<file path="src/rtl/druaga_hvgen_pkg.sv">
// Shared video timing constants and counter type for the Druaga video path.
package druaga_video_pkg;

    localparam int unsigned H_TOTAL  = 384;
    localparam int unsigned H_VIS    = 288;
    localparam int unsigned HS_START = 312;
    localparam int unsigned HS_WIDTH = 32;
    localparam int unsigned V_TOTAL  = 264;
    localparam int unsigned V_VIS    = 224;
    localparam int unsigned VS_START = 240;
    localparam int unsigned VS_LINES = 3;

    typedef logic [8:0] cnt9_t;

    // Sign-extend a 4-bit screen offset to counter width.
    function automatic cnt9_t sext_ofs(input logic [3:0] ofs);
        return {{5{ofs[3]}}, ofs};
    endfunction

endpackage

</file>
<file path="src/rtl/druaga_hvgen_axis.sv">
// One timing axis: wrap counter with advance enable, blank compare and an
// offset-shifted sync window. Instantiated once for H and once for V.
module druaga_hvgen_axis
    import druaga_video_pkg::*;
#(
    parameter int unsigned TOTAL      = 384,
    parameter int unsigned VIS        = 288,
    parameter int unsigned SYNC_START = 312,
    parameter int unsigned SYNC_WIDTH = 32
) (
    input  logic  MCLK,
    input  logic  RESET,
    input  logic  adv,
    input  cnt9_t ofs,
    output cnt9_t cnt,
    output logic  wrap,
    output logic  blk,
    output logic  syn
);

    localparam cnt9_t LAST_C   = cnt9_t'(TOTAL - 1);
    localparam cnt9_t VIS_C    = cnt9_t'(VIS);
    localparam cnt9_t START_C  = cnt9_t'(SYNC_START);
    localparam cnt9_t WIDTH_M1 = cnt9_t'(SYNC_WIDTH - 1);

    cnt9_t cnt_q, cnt_d;
    logic  blk_q, blk_d;
    logic  syn_q, syn_d;
    cnt9_t cnt_nx_s;
    cnt9_t win_lo_s;
    cnt9_t win_hi_s;
    logic  wrap_s;

    // Next count, window bounds and registered blank/sync from the next count.
    always_comb begin
        wrap_s   = (cnt_q == LAST_C);
        cnt_nx_s = wrap_s ? 9'd0 : (cnt_q + 9'd1);
        // The windows never straddle the wrap point, so plain addition suffices.
        win_lo_s = START_C + ofs;
        win_hi_s = win_lo_s + WIDTH_M1;
        cnt_d    = cnt_q;
        blk_d    = blk_q;
        syn_d    = syn_q;
        if (adv) begin
            cnt_d = cnt_nx_s;
            blk_d = (cnt_nx_s >= VIS_C);
            syn_d = (cnt_nx_s >= win_lo_s) && (cnt_nx_s <= win_hi_s);
        end else begin
            cnt_d = cnt_q;
            blk_d = blk_q;
            syn_d = syn_q;
        end
    end

    // Axis state registers.
    always_ff @(posedge MCLK or posedge RESET) begin
        if (RESET) begin
            cnt_q <= 9'd0;
            blk_q <= 1'b0;
            syn_q <= 1'b0;
        end else begin
            cnt_q <= cnt_d;
            blk_q <= blk_d;
            syn_q <= syn_d;
        end
    end

    assign cnt  = cnt_q;
    assign wrap = wrap_s;
    assign blk  = blk_q;
    assign syn  = syn_q;

endmodule

</file>
<file path="src/rtl/druaga_hvgen.sv">
// Druaga video timing generator: pixel enable, H/V counters, blank/sync, FRAME.
// Sync offsets are applied only when DRUAGA_HVGEN_OFFSET_EN is defined.
module druaga_hvgen
    import druaga_video_pkg::*;
#(
    parameter int unsigned H_TOTAL  = druaga_video_pkg::H_TOTAL,
    parameter int unsigned H_VIS    = druaga_video_pkg::H_VIS,
    parameter int unsigned HS_START = druaga_video_pkg::HS_START,
    parameter int unsigned HS_WIDTH = druaga_video_pkg::HS_WIDTH,
    parameter int unsigned V_TOTAL  = druaga_video_pkg::V_TOTAL,
    parameter int unsigned V_VIS    = druaga_video_pkg::V_VIS,
    parameter int unsigned VS_START = druaga_video_pkg::VS_START,
    parameter int unsigned VS_LINES = druaga_video_pkg::VS_LINES
) (
    input  logic       MCLK,
    input  logic       RESET,
    input  logic [3:0] HOFS,
    input  logic [3:0] VOFS,
    output logic       PCE,
    output logic [8:0] PH,
    output logic [8:0] PV,
    output logic       HBLK,
    output logic       VBLK,
    output logic       HSYN,
    output logic       VSYN,
    output logic       FRAME
);

    logic [2:0] div_q, div_d;
    logic       pce_q, pce_d;
    logic       frame_q, frame_d;
    cnt9_t      hofs_l_q, hofs_l_d;
    cnt9_t      vofs_l_q, vofs_l_d;

    logic       h_wrap_s;
    logic       v_wrap_s;
    logic       v_adv_s;
    logic       frame_end_s;

`ifndef DRUAGA_HVGEN_OFFSET_EN
    logic       unused_ofs_s;
    assign unused_ofs_s = ^{HOFS, VOFS};
`endif

    // Divider, pixel enable, frame toggle and offset latch next-state.
    always_comb begin
        div_d       = div_q + 3'd1;
        // PCE lands on the 8th MCLK after reset release and then every 8th.
        pce_d       = (div_q == 3'd7);
        v_adv_s     = pce_q && h_wrap_s;
        frame_end_s = v_adv_s && v_wrap_s;
        frame_d     = frame_q;
        hofs_l_d    = hofs_l_q;
        vofs_l_d    = vofs_l_q;
        if (frame_end_s) begin
            frame_d = ~frame_q;
`ifdef DRUAGA_HVGEN_OFFSET_EN
            hofs_l_d = sext_ofs(HOFS);
            vofs_l_d = sext_ofs(VOFS);
`else
            hofs_l_d = 9'd0;
            vofs_l_d = 9'd0;
`endif
        end else begin
            frame_d  = frame_q;
            hofs_l_d = hofs_l_q;
            vofs_l_d = vofs_l_q;
        end
    end

    // Top-level timing registers.
    always_ff @(posedge MCLK or posedge RESET) begin
        if (RESET) begin
            div_q    <= 3'd0;
            pce_q    <= 1'b0;
            frame_q  <= 1'b0;
            hofs_l_q <= 9'd0;
            vofs_l_q <= 9'd0;
        end else begin
            div_q    <= div_d;
            pce_q    <= pce_d;
            frame_q  <= frame_d;
            hofs_l_q <= hofs_l_d;
            vofs_l_q <= vofs_l_d;
        end
    end

    // Axes see the offset that will hold after this edge, so a freshly
    // latched offset already governs the first pixel of the new frame.
    druaga_hvgen_axis #(
        .TOTAL      (H_TOTAL),
        .VIS        (H_VIS),
        .SYNC_START (HS_START),
        .SYNC_WIDTH (HS_WIDTH)
    ) u_h_axis (
        .MCLK  (MCLK),
        .RESET (RESET),
        .adv   (pce_q),
        .ofs   (hofs_l_d),
        .cnt   (PH),
        .wrap  (h_wrap_s),
        .blk   (HBLK),
        .syn   (HSYN)
    );

    druaga_hvgen_axis #(
        .TOTAL      (V_TOTAL),
        .VIS        (V_VIS),
        .SYNC_START (VS_START),
        .SYNC_WIDTH (VS_LINES)
    ) u_v_axis (
        .MCLK  (MCLK),
        .RESET (RESET),
        .adv   (v_adv_s),
        .ofs   (vofs_l_d),
        .cnt   (PV),
        .wrap  (v_wrap_s),
        .blk   (VBLK),
        .syn   (VSYN)
    );

    assign PCE   = pce_q;
    assign FRAME = frame_q;

endmodule

</file>
<file path="config.mk">
export PLATFORM = sky130hd
export DESIGN_NAME = druaga_hvgen
export DESIGN_NICKNAME = d
export VERILOG_FILES = /design/src/rtl/druaga_hvgen_pkg.sv /design/src/rtl/druaga_hvgen_axis.sv /design/src/rtl/druaga_hvgen.sv
export SDC_FILE = /design/constraint.sdc
export NUM_CORES = 1
export LEC_CHECK = 0
export CAP_MARGIN = 30
export CORE_UTILIZATION = 35
export DETAILED_ROUTE_END_ITERATION = 8
export PLACE_DENSITY = 0.59
export SYNTH_ARGS = -nofsm -noshare
export SYNTH_HDL_FRONTEND = slang
export SYNTH_SLANG_ARGS = --single-unit
</file>
<file path="constraint.sdc">
create_clock -name MCLK -period 3.59 [get_ports MCLK]
set_input_delay 1.077 -clock MCLK [delete_from_list [all_inputs] [get_ports MCLK]]
set_output_delay 1.077 -clock MCLK [all_outputs]
set_load 0.02 [all_outputs]
</file>
==> reports/qor.yml <==
setup_ws_ps: 239.1
tightest_slew_ps: 666.4
path_class: "reg2reg"
post-route-min-period_ps: 3351
cp_cell_sequence: "ha_1, and4b_1, and4bb_4, nand2_4, buf_4, nand2_1, inv_1, ha_1, nand2b_1, or4_4, xnor2_2, ha_1, nand4_1, nor2_1, a21oi_1, o31ai_1, a32o_1"
p_total_w: 0.0008925
yosysWarnings: 0
slew_violations: 0
io_buffer_count: 25
final_common_cell: "dfrtp_1"
r2r_slack_ps: 240
rows: 34
drive_gt1_share_pct: 14.46
async_flop_share_pct: 100.0
cp-start-kind: "register"
tns_ps: 0
grt_first_pass_wirelength_um: 12860
utilization_pct: 44.69
postCtsSetupBuffers: 0
startpoint: "u_v_axis.cnt[0]"
synth_top_area_share_pct: 34.26
skew_ps: 11.78
place_congestion: 0.8361
core-area_um2: 8891
io_pins: 34
dp.cells: 502
cts_buffers: 5
critPathCaptureType: "register"
ys.flop_type: "dfrtp_1"
synth_nets: 404
final.period_utilization_pct: 93.34
drt_drc_violations_left: 0
hold_buffers: 0
outcome: "finished, final reports clean"
cp.arrival_ps: 3530
ir_worst_vdd_v: 0.0001145
relSlewSlack_pct: 55.51
reg2reg_from: "u_v_axis.cnt[0]"
synthDistinctLibCells: 49
postCtsResizedCells: 0
max-cap-violations: 0
grt_overflow: 0
via_per_inst: 5.110
cts_tree: "done"
register_area_um2: 1126
wl_met1_um: 3667
ctsHtreeMaxLevel: 2
synthToLayoutAreaGrowth_pct: 20.90
yosys-top-cells-area: "dfrtp_1 (34%), ha_1 (17%), xor2_1 (5.1%)"
clk_latency_ps: 300
crit_path_max_fanout: 10
clock_path_buffers: 2
cpMaxStageDelayCell: "or4_4"
netlist_area_um2: 3287
die_x_um: 98.91
firstDrtPassIters: 4
hp-class: "reg2reg"
hold_violations: 0
final_cell_mix: "dfrtp_1 (45), ha_1 (43), buf_4 (31)"
critPathCapture: "u_v_axis.syn"
regToRegEndpoint: "u_v_axis.syn"
rr_worst_depth: 17
required_ps: 3770
yosysSeqAreaShare_pct: 34.26
wl_met2_um: 3500
antennaDiodeCount: 0
p_leak_nw: 2.029
multi_input_area_um2: 2054
ys_ff_latch: 45
synth_top_cell_by_area: "dfrtp_1"
post_drt_wl_per_cell_um: 14.66
power_density_nw_per_um2: 224.6
cts.sinks: 45
initial_core_util_pct: 36.97
antenna_found_initial: 0
ant_nets: 0
wl_met3_um: 154
drt-initial-drc-count: 73
synth_edf_count: 0
num-nets-final: 455
netlist_instances: 350
cts_root_buf: "clkbuf_8"
grt_max_degree: 32
routed_wl_um: 7461
hpwl_um: 5784
highest_layer: "met4"
die_y_um: 98.91
clk_pin_slew_worst_paths_ps: 80
dr_total_vias: 2601
grtUsageTotal_pct: 16.52
max_freq_mhz: 298.4
pre_cts_slack_ps: 37.04
dieArea_um2: 9782
final_cells: 509
avgSynthCellArea_um2: 9.391
setup_violations: 0
fillCellCount: 882
grt_pass1_vias: 2588
max_stage_delay_ps: 490
crit_top_cell: "ha_1"
## worst min-delay path by stage
stage / depth (start not counted) / end / from
CTS: 1 / div_q[0] / div_q[0]
global placement: 1 / div_q[0] / div_q[0]
detailed placement: 1 / div_q[0] / div_q[0]
global route: 1 / div_q[0] / div_q[0]
floorplan: 1 / div_q[0] / div_q[0]
finish: 1 / div_q[0] / div_q[0]
## sequential cells by signal (all words and copies together), names as in the netlist, 3 cells and up
name	count
hofs_l_q	9
div_q	3
u_v_axis.cnt	9
u_h_axis.cnt	9
vofs_l_q	9
## through the flow
stage / hold WS, ps / area (um^2)
after global placement: 412.7 / 3846
after detailed placement: 418.0 / 3846
after global routing: 467.6 / 3974
final: 423.0 / 3974
after CTS: 431.4 / 3950
after floorplan: 400.6 / 3288
## synth_stat cells (6+ instances only)
| master | count |
|---|---|
| o21ai_0 | 12 |
| a21oi_1 | 8 |
| mux2_2 | 6 |
| xnor2_1 | 16 |
| nor2_1 | 26 |
| and3_1 | 6 |
| a211oi_1 | 7 |
| nand2_1 | 28 |
| nand4_1 | 7 |
| and2_1 | 9 |
| ha_1 | 44 |
| dfrtp_1 | 45 |
| xor2_1 | 19 |
| nor3_1 | 7 |
| nand3_1 | 17 |
| clkbuf_1 | 6 |
| inv_1 | 19 |
| a21o_1 | 6 |
## routing by layer
layer / GRT usage [%] / vias up
met4: 5.511 / 0
met2: 26.30 / 32
li1: - / 1339
met1: 23.07 / 1221
met5: 0 / -
met3: 2.199 / 9
## area by class of cell
class	instances	share of cell area, %
Multi-Input combinational cell	274	51.70
Sequential cell	45	28.34
Timing Repair Buffer	56	12.15
Tap cell	108	3.401
Inverter	19	1.795
Clock buffer	5	1.732
Clock inverter	2	0.8816
## cell families (layout without fill, tap and decap cells)
group           Yosys count  count (layout)  share of synthesized area, %
simple gates            124             124                         19.57
compound gates           61              61                         12.68
flops                    45              45                         34.26
fa+ha+maj                44              44                         16.75
xor+xnor                 36              36                         9.821
buf+inv                  31              82                         3.959
mux                       9               9                         2.969
## power breakdown
part           leakage (nW)  switching (W)   total, W  internal (W)
Sequential            0.615              0   0.000506      0.000506
Clock                0.0540       0.000171   0.000373      0.000203
Combinational          1.36      0.0000104  0.0000129    0.00000245
Total                  2.03       0.000181   0.000893      0.000711
## worst max-delay path, delay by kind of cell, from the launching register on
kind	cells	cell delay (ps)
adders and majority gates	3	700
and+or+nand+nor	8	1360
AOI/OAI and AO/OA	3	430
buffers and inverters	2	210
DFF	1	390
xor gates and xnor gates	1	150
Note: power is estimated with default switching activity, not from simulation.
